--- src/rtl/inwrapper_collect.sv ---
// inwrapper_collect: input-side wrapper for the FP datapath.
// Collects four W-bit words (A-lo, A-hi, B-lo, B-hi) into two 2W-bit
// operands, pulses startFP for one cycle, then blocks input until doneFP.
//
// state   | meaning
// --------+------------------------------------------------------------
// COLLECT | accepting words; beatCnt selects the operand slot to fill
// START   | one-cycle start pulse to the FP unit; input blocked
// WAIT    | FP unit busy; input blocked until doneFP
module inwrapper_collect #(
    parameter  int W   = 16,
    localparam int OPW = 2 * W
) (
    input  logic           clk,
    input  logic           rst,
    input  logic           inReady,
    input  logic [W-1:0]   inData,
    output logic           inAccept,
    input  logic           doneFP,
    output logic           startFP,
    output logic [OPW-1:0] opA,
    output logic [OPW-1:0] opB,
    output logic           busy,
    output logic [1:0]     beatCnt
);

    localparam logic [1:0] ST_COLLECT = 2'd0;
    localparam logic [1:0] ST_START   = 2'd1;
    localparam logic [1:0] ST_WAIT    = 2'd2;

    logic [1:0]     state_q, state_d;
    logic [1:0]     beat_q,  beat_d;
    logic [OPW-1:0] opa_q,   opa_d;
    logic [OPW-1:0] opb_q,   opb_d;
    logic           xfer;

    // A word moves only while collecting; inReady never reaches an output
    // combinationally because it is only used to compute next state.
    assign xfer = inReady && (state_q == ST_COLLECT);

    // Next-state, beat counter and operand slot writes.
    always_comb begin
        state_d = state_q;
        beat_d  = beat_q;
        opa_d   = opa_q;
        opb_d   = opb_q;
        case (state_q)
            ST_COLLECT: begin
                if (xfer) begin
                    case (beat_q)
                        2'd0: opa_d[W-1:0]   = inData;
                        2'd1: opa_d[OPW-1:W] = inData;
                        2'd2: opb_d[W-1:0]   = inData;
                        2'd3: opb_d[OPW-1:W] = inData;
                    endcase
                    beat_d = beat_q + 2'd1;
                    if (beat_q == 2'd3) begin
                        state_d = ST_START;
                    end
                end
            end
            ST_START: begin
                state_d = ST_WAIT;
            end
            ST_WAIT: begin
                if (doneFP) begin
                    state_d = ST_COLLECT;
                end
            end
            default: begin
                state_d = ST_COLLECT;
            end
        endcase
    end

    // State, counter and operand registers with asynchronous reset.
    always_ff @(posedge clk or posedge rst) begin
        if (rst) begin
            state_q <= ST_COLLECT;
            beat_q  <= 2'd0;
            opa_q   <= '0;
            opb_q   <= '0;
        end else begin
            state_q <= state_d;
            beat_q  <= beat_d;
            opa_q   <= opa_d;
            opb_q   <= opb_d;
        end
    end

    // Moore outputs decoded from state; inAccept is also held low while
    // rst is asserted because the reset state itself is COLLECT.
    always_comb begin
        inAccept = (state_q == ST_COLLECT) && !rst;
        startFP  = (state_q == ST_START);
        busy     = (state_q == ST_START) || (state_q == ST_WAIT);
        opA      = opa_q;
        opB      = opb_q;
        beatCnt  = beat_q;
    end

endmodule

--- config.mk ---
export PLATFORM = sky130hd
export DESIGN_NAME = inwrapper_collect
export DESIGN_NICKNAME = d
export VERILOG_FILES = /design/src/rtl/inwrapper_collect.sv
export SDC_FILE = /design/constraint.sdc
export NUM_CORES = 1
export LEC_CHECK = 0
export CORE_MARGIN = 8
export CORE_UTILIZATION = 48
export CTS_BUF_LIST = sky130_fd_sc_hd__clkbuf_2
export DETAILED_ROUTE_END_ITERATION = 7
export PLACE_DENSITY = 0.82
export SETUP_SLACK_MARGIN = 0.3
export SKIP_LAST_GASP = 1
export SLEW_MARGIN = 25
export SYNTH_ARGS = -nofsm -noshare
export SYNTH_HDL_FRONTEND = slang
export SYNTH_SLANG_ARGS = --single-unit
--- constraint.sdc ---
create_clock -name clk -period 2.7 [get_ports clk]
set_clock_uncertainty 0.15 [all_clocks]
set_input_delay 0.675 -clock clk [delete_from_list [all_inputs] [get_ports clk]]
set_output_delay 0.675 -clock clk [all_outputs]
set_load 0.005 [all_outputs]
==> results by group <==
Critical path
  • R2R depth: 5
  • Worst Path Max Fanout: 5
  • Setup Crit Path Kind: reg -> out
  • Flop-to-flop setup slack: between 0.8 and 0.9 ns
  • Worst path slowest cell: clkdlybuf4s50_1
  • WP data required: 1.88 ns
  • Crit. path cell count: 1
  • Kind of end point of the critical path: output pin
  • Critical path, cell by cell: clkdlybuf4s50_1
  • CP Capture Point: beatCnt[0]
  • Reg2reg start: state_q[1]$_DFFE_PP0P_
  • Worst path arrival time: about 1.4 ns
  • Reg2reg end: opB[21]$_DFFE_PP0P_
  • Worst setup SP type: register
  • CP peak stage delay: between 0.5 and 0.6 ns
  • Crit. Startpoint: beatCnt[0]$_DFFE_PP0P_
  • WP buf/inv: 1
  • Delay-heaviest family, CP: buffers and inverters

Synthesis
  • Asr flop ratio synth: 100.0%
  • Commonest cells post-synth: 68 x dfrtp_1, 40 x mux2_4, 27 x mux2_2
  • EDFF count, synth: 0
  • Seq/Total Area, Yosys: 58.75%
  • Count of cell types in the netlist: 11
  • Ys Warns: 0
  • Largest area contributor in the netlist: dfrtp_1
  • Syn_nets: ~190
  • Synthesized area: around 2900 um^2
  • Mapped Cells: ~160
  • Post-synth top area share: 58.75%
  • Post-synth top flop: dfrtp_1
  • Top cells by area, synth: dfrtp_1 59%, mux2_4 21%, mux2_2 10%
  • Most common cell in the netlist: dfrtp_1
  • #FFs+latches synth: just under 70
  • Syn avg cell area: between 15 and 20 um^2

STA
  • RSZ-0062 raised after global routing: no
  • Worst-Margin Slew: roughly 0.44 ns
  • Crit path setup slack, layout: roughly 0.44 ns
  • Relative max-transition margin: 70.39%
  • Fmax: around 440 MHz
  • Slew Viols, Final: 0
  • Fin crit period: about 2.3 ns
  • Final setup viols: 0
  • Setup TNS: 0 ns
  • Fin. Hold Viols: 0
  • Final Cycle Share: between 80% and 90%

Detailed routing
  • Drt first pass iters: 4
  • Routed WL: 6341 um
  • Remaining DRCs: 0
  • Via count: 1704
  • Via/cell ratio: 4.953
  • DR WL/cell: between 15 and 20 um
  • Drt initial violations: 34
  • Antenna Nets Post-Route: 0

Power
  • Clock power frac: roughly an eighth
  • Int Power: approximately 3.4 mW
  • Combinational group share of total power: between 40% and 50%
  • Reg power frac: between 30% and 40%
  • Leakage: ~1.9 nW
  • Power density over the cells: around 1200 nW/um^2
  • Switching Power: roughly 1.4 mW
  • Peak VDD IR: around 570 uV
  • Switching part of the total: between 20 and 30%

Worst hold path
  • Worst hold start: opA[7]$_DFFE_PP0P_
  • Tightest Hold Check Type: reg -> reg

Global route
  • Total GRT Usage: between 10% and 20%
  • Vias in the first global route: between 1.5k and 2k
  • Initial antenna violation count: 0
  • First-pass GRT wire length: slightly below 10000 um
  • Largest net degree at the start of global routing: 69
  • Remaining global-route overflow: 0

Floorplan
  • IO Count: slightly below 90
  • Die ar.: roughly 8800 um^2
  • Row Count: 28
  • Core area: 5886 um^2
  • Die Wd: roughly 94 um
  • Starting density of the core: 49.21%
  • DIE HEIGHT: 93.68 um

CTS
  • Max Root-Sink Buffers: 2
  • TritonCTS buffer count: 9
  • CTS Sinks: 68
  • Clock root cell: clkbuf_2
  • Clk slew on worst S/H paths: around 0.18 ns
  • # hold bufs at CTS: 0
  • Clock latency on the worst-skew pair: between 0.4 and 0.5 ns
  • CTS tree: built
  • H-Tree Depth: 3

Cells and area
  • Post-route cell area: between 3000 and 4000 um^2
  • Final Net Count: a little under 300
  • Area Growth Syn to Fin: 37.62%
  • N_diodes: 0
  • Ratio of cells with drive above 1 in the final layout: between 30% and 40%

Placed design
  • Gp weighted congestion: around 0.67
  • Dpl ws: around 0.14 ns
  • IO Port Bufs: between 80 and 90
  • DP Area: around 3800 um^2
  • Dpl hpwl: about 4500 um

Job
  • Maxcap violations: 0

Run status
  • Status: completed
-- stage by stage --
step,std cells,utilization (%),power (mW),hold slack (ns)
floorplan,164,-,2.901,0.3541
global placement,324,65.28,4.120,0.3383
detailed placement,324,65.28,4.207,0.3423
CTS,342,67.43,4.793,0.3823
global route,344,67.73,5.032,0.3992
finish,344,67.73,4.743,0.3805
-- per-layer routing --
layer | vias to the layer above | share of wire (%) | global-route usage (%)
met5 | - | 0 | 0
met2 | 61 | 47 | 22.99
li1 | 773 | - | -
met1 | 862 | 43 | 17.85
met3 | 8 | 8.1 | 5.915
met4 | 0 | 1.0 | 6.077
-- cell type report --
cell class | instances | area, um^2
well taps | 75 | 93.84
fillers | 438 | 1899
clock inverters | 7 | 67.56
flip-flops and latches | 68 | 1703
repair buffers | 95 | 940.9
multi-input cells | 85 | 1114
clock buffers | 9 | 45.04
inverters | 5 | 22.52
-- power groups by stage --
stage,clock [mW],sequential [mW],combinational (mW)
floorplan,0,1.86,1.04
global placement,0,1.84,2.28
detailed placement,0,1.86,2.34
CTS,0.592,1.84,2.36
global route,0.632,1.90,2.50
finish,0.567,1.84,2.34
-- state kept, by name, indices dropped and copies added (netlist names) --
register / flops
opB: 32
beatCnt: 2
opA: 32
state_q: 2
-- cell usage in the layout, fill, tap and decap left out --
cell type	count
clkinvlp_4	3
mux2_4	40
clkinv_2	2
nand3_4	4
ha_2	2
nor2b_1	2
buf_4	6
clkinv_1	1
mux2_2	27
clkdlybuf4s50_1	85
buf_12	1
ha_1	6
inv_2	2
nand2_1	2
clkdlybuf4s15_1	2
dfrtp_2	1
bufinv_16	1
clkbuf_2	10
dfrtp_1	67
xnor2_1	1
a21oi_1	1
inv_1	2
clkinv_4	1
-- cell families (layout without fill, tap and decap cells) --
logic type / count (synthesis) / in the layout / share of synthesized area (%)
AOI/OAI and AO/OA: 1 / 1 / 0.1726
buffers and inverters: 11 / 116 / 2.980
and+or+nand+nor: 8 / 8 / 3.110
DFF: 68 / 68 / 58.75
adders and majority gates: 8 / 8 / 3.456
muxes: 67 / 67 / 31.23
xor gates and xnor gates: 1 / 1 / 0.3024
-- worst min path at each step --
stage	end	slack, ns	cells after the start
2_1_floorplan	opA[10]$_DFFE_PP0P_	0.35	1
3_3_place_gp	opB[15]$_DFFE_PP0P_	0.34	1
3_5_place_dp	opB[4]$_DFFE_PP0P_	0.34	1
4_1_cts	opB[31]$_DFFE_PP0P_	0.38	1
5_1_grt	opB[29]$_DFFE_PP0P_	0.40	1
6_report	opA[7]$_DFFE_PP0P_	0.38	1
-- worst register-to-register path, cell delays in order, from the launching register on --
cell	delay (ns)
dfrtp_1	0.43
inv_2	0.08
ha_2	0.17
buf_4	0.18
nand3_4	0.30
mux2_4	0.42
-- repair_timing --
action	CTS	global route
endpoints found under the setup margin	3	5
resized for setup	5	7
setup buffers	2	2
(Power assumes the default switching activity.)
